--- src/rtl/sync_down_counter_jk.sv ---
// -----------------------------------------------------------------------------
// sync_down_counter_jk
//
// Synchronous binary down counter built from JK-style toggle stages. Bit i
// toggles on an enabled edge when every lower bit is 0, so a borrow ripples
// up the chain inside one clock. Adds a parallel load, a combinational
// terminal-count/borrow output for cascading, and a registered zero flag.
//
// Build option:
//   SYNC_DOWN_COUNTER_AUTO_RELOAD_EN - when defined, an enabled edge at q == 0
//   (with load low) reloads load_value instead of wrapping to all-ones. The
//   counter then divides by (load_value + 1).
//
// Ports:
//   clk          in   rising-edge clock
//   cl           in   asynchronous active-high clear (q = 0, zero = 1)
//   count_enable in   decrement on the next rising edge
//   load         in   synchronous parallel load strobe (beats count_enable)
//   load_value   in   [WIDTH] value taken on load (and on auto-reload)
//   q            out  [WIDTH] current count
//   tc           out  count_enable & (q == 0); borrow-out to the next stage
//   zero         out  registered flag, high while q == 0
// -----------------------------------------------------------------------------
module sync_down_counter_jk #(
  parameter int WIDTH = 4  // legal range 2..16
) (
  input  logic             clk,
  input  logic             cl,
  input  logic             count_enable,
  input  logic             load,
  input  logic [WIDTH-1:0] load_value,
  output logic [WIDTH-1:0] q,
  output logic             tc,
  output logic             zero
);

  logic [WIDTH-1:0] q_q, q_d;
  logic             zero_q, zero_d;

  // borrow[i] is the toggle condition for bit i: enabled and bits 0..i-1 all
  // zero. borrow[WIDTH] is therefore count_enable & (q == 0), i.e. tc.
  logic [WIDTH:0]   borrow;

  always_comb begin
    borrow[0] = count_enable;
    for (int i = 0; i < WIDTH; i++) begin
      borrow[i+1] = borrow[i] & ~q_q[i];
    end
  end

  assign tc = borrow[WIDTH];

  // NOTE: every output of this block gets a default first so that no path
  // leaves a variable unassigned, which would otherwise infer a latch.
  always_comb begin
    q_d    = q_q;
    zero_d = zero_q;
    if (load) begin
      q_d    = load_value;
      zero_d = (load_value == '0);
    end else if (count_enable) begin
`ifdef SYNC_DOWN_COUNTER_AUTO_RELOAD_EN
      if (tc) begin
        q_d    = load_value;
        zero_d = (load_value == '0);
      end else begin
        q_d    = q_q ^ borrow[WIDTH-1:0];
        zero_d = (q_q == WIDTH'(1));
      end
`else
      // Toggling each bit under its borrow is exactly q - 1 modulo 2^WIDTH.
      q_d    = q_q ^ borrow[WIDTH-1:0];
      zero_d = (q_q == WIDTH'(1));
`endif
    end
  end

  // NOTE: sequential state uses non-blocking assignments so every flop
  // samples the pre-edge values regardless of statement order.
  always_ff @(posedge clk or posedge cl) begin
    if (cl) begin
      q_q    <= '0;
      zero_q <= 1'b1;
    end else begin
      q_q    <= q_d;
      zero_q <= zero_d;
    end
  end

  assign q    = q_q;
  assign zero = zero_q;

endmodule
--- config.mk ---
export PLATFORM = sky130hd
export DESIGN_NAME = sync_down_counter_jk
export DESIGN_NICKNAME = d
export VERILOG_FILES = /design/src/rtl/sync_down_counter_jk.sv
export SDC_FILE = /design/constraint.sdc
export NUM_CORES = 1
export LEC_CHECK = 0
export CAP_MARGIN = 10
export CORE_AREA = 2 2 39 41
export CTS_BUF_LIST = sky130_fd_sc_hd__clkbuf_16
export DETAILED_ROUTE_END_ITERATION = 7
export DIE_AREA = 0 0 41 43
export PLACE_DENSITY_LB_ADDON = 0.15
export SYNTH_ARGS = -nofsm -noshare
export SYNTH_HDL_FRONTEND = slang
export SYNTH_SLANG_ARGS = --single-unit
--- constraint.sdc ---
create_clock -name clk -period 1.49 [get_ports clk]
set_input_delay 0.298 -clock clk [delete_from_list [all_inputs] [get_ports clk]]
set_output_delay 0.298 -clock clk [all_outputs]
set_load 0.01 [all_outputs]
== Word level (Yosys, flattened, before mapping) ==
Index checks and enable logic that the tools add are counted.

* Bits in registers: 5
* Input port bits: 8
* Output and inout port bits: 6
* Logic and storage cells: 18

* Equal/unequal tests: 1
* Mux-type cells: 4
* Bitwise logic cells: 9
* Reduce and logical (&&, ||, !) cells: 2

{| class="wikitable"
|+ Operators by type and width
! kind !! number
|-
| 4-bit 2-to-1 mux || 2
|-
| 1-bit AND || 4
|-
| 4-bit by 1-bit equality test with 1-bit output, second input constant || 1
|-
| 4-bit logical NOT || 1
|-
| 1-bit NOT || 4
|-
| 4-bit bitwise XOR || 1
|-
| 1-bit 2-to-1 mux || 2
|-
| 2-bit nonzero test || 1
|}

== Logic depth before layout (Yosys ltp) ==
Gate-level depths: netlist of run 1.

* Depth after elaboration: 7
* Mapped depth: 7
* Depth with buffers taken out: 7

== Least setup slack after synthesis of run 1 ==
OpenSTA, ideal clock, no wires.

* Path kind: register to register
* Start: register q_q[0] (netlist: q[0])
* End: register q_q[3] (netlist: q[3])
* Library setup time: 0.076 ns
* Arrival time: 1.567 ns
* Data required time: 1.414 ns
* Path slack: -0.153 ns
* Cell stages (with the launch flop): 8
* Path buffers: 0
* Clock period less this slack: 1.643 ns
* Path through: dfrtp_1 -> inv_1 -> ha_1 -> ha_1 -> ha_1 -> ha_1 -> mux2_2 -> o21ai_1

* Word-level cells in the longest chain between the ends: 7

{| class="wikitable"
|+ Ends and longest elaborated chain
! element !! RTL line !! RTL
|-
| start: declaration || 37 || <nowiki>logic [WIDTH-1:0] q_q, q_d;</nowiki>
|-
| start signal: assignment || 85 || <nowiki>q_q <= q_d;</nowiki>
|-
| 1-bit NOT || 47 || <nowiki>borrow[i+1] = borrow[i] & ~q_q[i];</nowiki>
|-
| 1-bit AND (3 in series) || 47 ||
|-
| 4-bit bitwise XOR || 72 || <nowiki>q_d = q_q ^ borrow[WIDTH-1:0];</nowiki>
|-
| 4-bit 2-to-1 mux || 61 || <nowiki>end else if (count_enable) begin</nowiki>
|-
| 4-bit 2-to-1 mux || 58 || <nowiki>if (load) begin</nowiki>
|}

Every way passes these cells. The select of a mux whose other input is x is not followed.
A chain may end at the register's enable or synchronous reset.

== Worst setup path in the final report of run 1 ==
* Start: register q_q[0] (netlist: q[0])
* End: output tc

* Word-level cells in the longest chain between the ends: 5

{| class="wikitable"
|+ Ends and longest elaborated chain
! element !! RTL line !! RTL
|-
| 1-bit NOT || 47 ||
|-
| 1-bit AND (4 in series) || 47 ||
|-
| end: declaration || 33 || <nowiki>output logic tc,</nowiki>
|}

Every way passes these cells.

==> results.yml, run 1 <==
outcome:
  status: "finished with violations"
  violations: "negative setup slack"
layout:
  fin_util_pct: 46.7
  layout-drive-gt1-share_pct: 32.3
  nNetsFinal: 75
  syn2layout_area_growth_pct: 99.2
  diodes: 0
  n_fill_cell: 133
  finalInstanceArea_um2: 646
global_route:
  grt_usage_pct: 13.1
  grt.overflow.total: 0
  grt_pass1_vias: 379
  grt_pass1_wl_mm: 1.48
  grt_max_degree: 10
  antenna_found_initial: 0
logic_synthesis:
  syn-instance-count: 38
  synth_top_area_share_pct: 30.9
  synth_area_leaders: "dfrtp_1, ha_1, o21ai_0"
  syn_area_um2: 324
  ys_seq_area_share_pct: 39.0
  synth-edff-count: 0
  ys_warn_count: 0
  syn_area_per_cell_um2: 8.53
  async_flop_share_pct: 100
  ys_seq_elements: 5
  synth_largest_area_cell: "dfrtp_1"
  synth_cell_types: 15
  ys.flop_type: "dfrtp_1"
  synth_nets: 50
setup_path:
  start_kind: "register"
  crit_arrival_ps: 1360
  crit_path_end_kind: "primary output"
  critical_path.most_common_cell: "ha_4"
  required_ps: 1190
  timing.rr.start: "q[0]"
  cp.buffers_inverters: 2
  rrSetupSlack_ps: -20
  path_delay_family: "adder cells"
  critPathSlowestCell: "dfrtp_1"
  cpPeakStageDelay_ps: 340
  crit_fanout: 2
  rr_worst_depth: 7
  r2r-end: "q[3]"
  critPathKind: "register to primary output"
  path_cells: "inv_1, ha_2, ha_4, ha_4, ha_4, buf_6"
die:
  die_x_um: 41
  rows: 14
  io_pins: 14
  start_util_pct: 23.4
  die-area_um2: 1760
  core_um2: 1380
  die_y_um: 43
timing:
  drv_slew: 0
  final-setup-viol-count: 2
  finalCritPeriodShare_pct: 111
  rsz0062_at_grt: "true"
  finClkSkew_ps: 0.159
  achievable-frequency_mhz: 604
  hold_viol_final: 0
  finalWorstSetupSlack_ps: -165
  fin_crit_ps: 1650
  maxSlewHeadroom_pct: 79.6
  worst_slew_pin_slew_ps: 302
drt:
  via_count: 344
  totalWireLength_um: 818
  wire_per_inst_um: 10.5
  dr.first_iter.drc_count: 2
  detail-route-antenna-nets: 0
  drtPass1Iterations: 2
  drc: 0
  viasPerCell: 4.41
placement:
  place_area_um2: 562
  pre_cts_ws_ps: -666
  port_buffers: 13
  gp_congestion: 0.682
  post-dp-hpwl_um: 648
clock_tree:
  cts_tree: "done"
  clk_pin_slew_worst_paths_ps: 30
  cts_root_buffer: "clkbuf_16"
  htreeDepth: 1
  cts_buffers: 3
  cts_hold_buffers: 0
  clkLatencyLatePin_ps: 230
  clockBufferDepth: 2
  cts_num_sinks: 5
power_and_ir_drop:
  ir_drop_uv: 558
  power.leakage_nw: 0.311
  power.total_mw: 0.761
  powerDensity_nw_per_um2: 1180
hold_path:
  hp-class: "primary input to async pin"
job:
  cap_violations: 0
-- cell usage after synthesis (2+ instances only) --
library cell	count
dfrtp_1	4
nand2_1	8
o21ai_0	6
nand3_1	2
ha_1	4
inv_1	5
-- cells in the final DEF, fill, tap and decap left out, types with 2 or more instances in the layout --
master | netlist | final
nand2_1 | 8 | 8
clkbuf_16 | 0 | 3
inv_1 | 5 | 6
buf_4 | 0 | 9
o21ai_0 | 6 | 6
ha_4 | 0 | 3
dlygate4sd2_1 | 0 | 6
clkdlybuf4s50_1 | 0 | 6
nand3_1 | 2 | 2
dfrtp_1 | 4 | 4
-- timing repair --
item,4_1_cts,5_1_grt
pin swaps,2,0
setup endpoints to repair,7,2
gates cloned,0,0
resized for setup,12,0
buffers inserted,1,0
-- state kept, by name (all words and copies together) (netlist names) --
register and count:
q 4, zero 1
-- final cells by class --
type	instances	area (um^2)	area share, %
timing repair buffer	22	191	29.7
clock inverter	1	3.75	0.581
sequential	5	126	19.6
tap	16	20.0	3.10
inverter	5	18.8	2.91
multi-input combinational	26	210	32.6
clock buffer	3	75.1	11.6
-- how the worst max path moves through the flow --
stage / from / end / cells past startpoint
finish: q[0] / tc / 6
global route: q[0] / tc / 6
CTS: q[0] / tc / 6
detailed placement: count_enable / tc / 6
global placement: count_enable / tc / 6
floorplan: q[0] / q[3] / 7
-- kinds of logic after synthesis --
family | after synthesis | share of synthesized area (%)
compound gates | 7 | 10.8
mux | 1 | 3.47
simple gates | 14 | 20.5
buf+inv | 7 | 10.8
fa+ha+maj | 4 | 15.4
flops | 5 | 39.0
-- stage by stage --
step | TNS (ps) | std cells | hold WS, ps
after detailed placement | -1320 | 73 | 485
after floorplan | -82.8 | 38 | 75.8
after global routing | -305 | 78 | 298
after global placement | -1230 | 73 | 465
final | -186 | 78 | 270
after CTS | -202 | 78 | 278
-- per-layer routing --
layer / vias to the layer above / GRT usage, % / wire (um) / part of all wire [%]
li1: 173 / - / - / -
met1: 155 / 14.4 / 327 / 40
met2: 12 / 19.4 / 412 / 50
met3: 4 / 4.71 / 51 / 6.2
met4: 0 / 10.0 / 25 / 3.1
met5: - / 0 / 0 / 0
-- worst register-to-register path, stage by stage (launching register included) --
cell	delay [ps]
dfrtp_1	340
inv_1	50
ha_2	170
ha_4	160
ha_4	150
ha_4	200
mux2_4	260
o21ai_2	110
-- report_power, final --
group	leakage, nW	internal (mW)	switching, mW
sequential	0.0582	0.152	0.00779
combinational	0.210	0.0931	0.0696
clock	0.0423	0.348	0.0909
total	0.311	0.593	0.168
No activity file was read; power rests on OpenSTA's default activity.
==> run 2, diff against run 1 <==
--- a/config.mk
+++ b/config.mk
@@ -10,6 +10,7 @@
 export CTS_BUF_LIST = sky130_fd_sc_hd__clkbuf_16
 export DETAILED_ROUTE_END_ITERATION = 7
 export DIE_AREA = 0 0 41 43
+export DONT_BUFFER_PORTS = 1
 export PLACE_DENSITY_LB_ADDON = 0.15
 export SYNTH_ARGS = -nofsm -noshare
 export SYNTH_HDL_FRONTEND = slang
==> constraint.sdc (replaced) <==
create_clock -name clk -period 1.35 [get_ports clk]
set_input_delay 0.27 -clock clk [delete_from_list [all_inputs] [get_ports clk]]
set_output_delay 0.27 -clock clk [all_outputs]
set_load 0.01 [all_outputs]
==> results.yml, run 2 (same netlist as run 1, synthesis figures left out) <==
outcome:
  status: "finished with violations"
  violations: "negative setup slack"
global_route:
  grt_usage_pct: 11.7
  grt_pass1_vias: 310
  antenna_found_initial: 0
  grt.overflow.total: 0
  grt_max_degree: 12
  grt_pass1_wl_mm: 1.32
setup_path:
  crit_arrival_ps: 1240
  crit_path_end_kind: "primary output"
  critPathKind: "register to primary output"
  rr_worst_depth: 7
  required_ps: 1080
  crit_fanout: 2
  start_kind: "register"
die:
  die_y_um: 43
  start_util_pct: 23.4
  core_um2: 1380
  rows: 14
  die_x_um: 41
  die-area_um2: 1760
  io_pins: 14
timing:
  finalCritPeriodShare_pct: 112
  drv_slew: 0
  hold_viol_final: 0
  fin_crit_ps: 1510
  final-setup-viol-count: 2
  finalWorstSetupSlack_ps: -164
  finClkSkew_ps: 0.556
  tns_ps: -294
  rsz0062_at_grt: "true"
  achievable-frequency_mhz: 661
  worst_slew_pin_slew_ps: 307
  hold_ws_ps: 121
  maxSlewHeadroom_pct: 79.3
hold_path:
  hold_path_depth: 1
  hp-class: "primary input to register"
drt:
  wire_per_inst_um: 12.4
  viasPerCell: 4.38
  dr.first_iter.drc_count: 5
  drc: 0
  totalWireLength_um: 783
  via_count: 276
  drtPass1Iterations: 2
  detail-route-antenna-nets: 0
layout:
  layout_common_cells: "nand2_1, buf_4, inv_1"
  multi_input_area_um2: 224
  diodes: 0
  nNetsFinal: 60
  final_common_cell: "nand2_1"
  fin_util_pct: 37.8
  layout-drive-gt1-share_pct: 38.3
  largest_reg_flops: 4
  n_fill_cell: 144
  regArea_um2: 126
  syn2layout_area_growth_pct: 61.4
clock_tree:
  cts_root_buffer: "clkbuf_16"
  cts_tree: "done"
  clockBufferDepth: 2
  clkLatencyLatePin_ps: 230
  cts_num_sinks: 5
  cts_buffers: 3
  htreeDepth: 1
  clk_pin_slew_worst_paths_ps: 30
placement:
  gp_congestion: 0.639
  post-dp-hpwl_um: 601
  port_buffers: 0
power_and_ir_drop:
  ir_drop_uv: 807
  powerDensity_nw_per_um2: 1510
  power.leakage_nw: 0.237
job:
  cap_violations: 0
run 2: metrics by stage:
stage / setup slack, ps / power, mW / cells / instance area [um^2]
global placement: -149 / 0.294 / 57 / 409
detailed placement: -180 / 0.299 / 57 / 409
global route: -212 / 0.834 / 63 / 523
floorplan: -223 / 0.264 / 38 / 368
CTS: -181 / 0.798 / 63 / 515
finish: -164 / 0.790 / 63 / 523
run 2: final timing paths:
kind | start | end | slack, ps
min in group asynchronous | cl | q[2] | 390
max in group asynchronous | cl | zero | 730
hold reg to reg | zero | zero | 510
setup reg to reg | q[0] | q[3] | -130
hold / removal | load | q[3] | 120
setup / recovery | q[0] | tc | -160
run 2: layer usage:
layer | share of wire [%] | wire length (um) | global-route usage (%) | vias up
met3 | 8.8 | 69 | 5.24 | 0
met4 | 0 | 0 | 10.0 | 0
li1 | - | - | - | 143
met1 | 42 | 326 | 14.7 | 124
met2 | 49 | 387 | 14.4 | 9
met5 | 0 | 0 | 0 | -
run 2: repair_timing:
| action | CTS | global route |
|---|---|---|
| setup buffers | 1 | 0 |
| hold buffers | 1 | 0 |
| endpoints found under the setup margin | 2 | 3 |
| gates resized for setup | 2 | 4 |
| hold endpoints to repair | 4 | 0 |
| pin swaps | 3 | 0 |
run 2: layout make-up:
| cell class | instances | share of cell area [%] |
|---|---|---|
| sequential | 5 | 24.2 |
| clock buffer | 3 | 14.4 |
| multi-input combinational | 26 | 42.8 |
| clock inverter | 1 | 0.718 |
| tap | 16 | 3.83 |
| timing repair buffer | 7 | 10.5 |
| inverter | 5 | 3.59 |
run 2: power breakdown:
part           switching [mW]  internal (mW)  leakage, nW  total [mW]
Sequential            0.00933          0.168       0.0582       0.177
Clock                  0.0931          0.383       0.0423       0.476
Combinational          0.0642         0.0727        0.137       0.137
Total                   0.167          0.623        0.237       0.790
run 2: critical path, stage by stage (launching register included):
cell and delay, ps:
dfrtp_1 340, inv_2 50, ha_4 150, ha_4 150, ha_4 150, ha_4 160
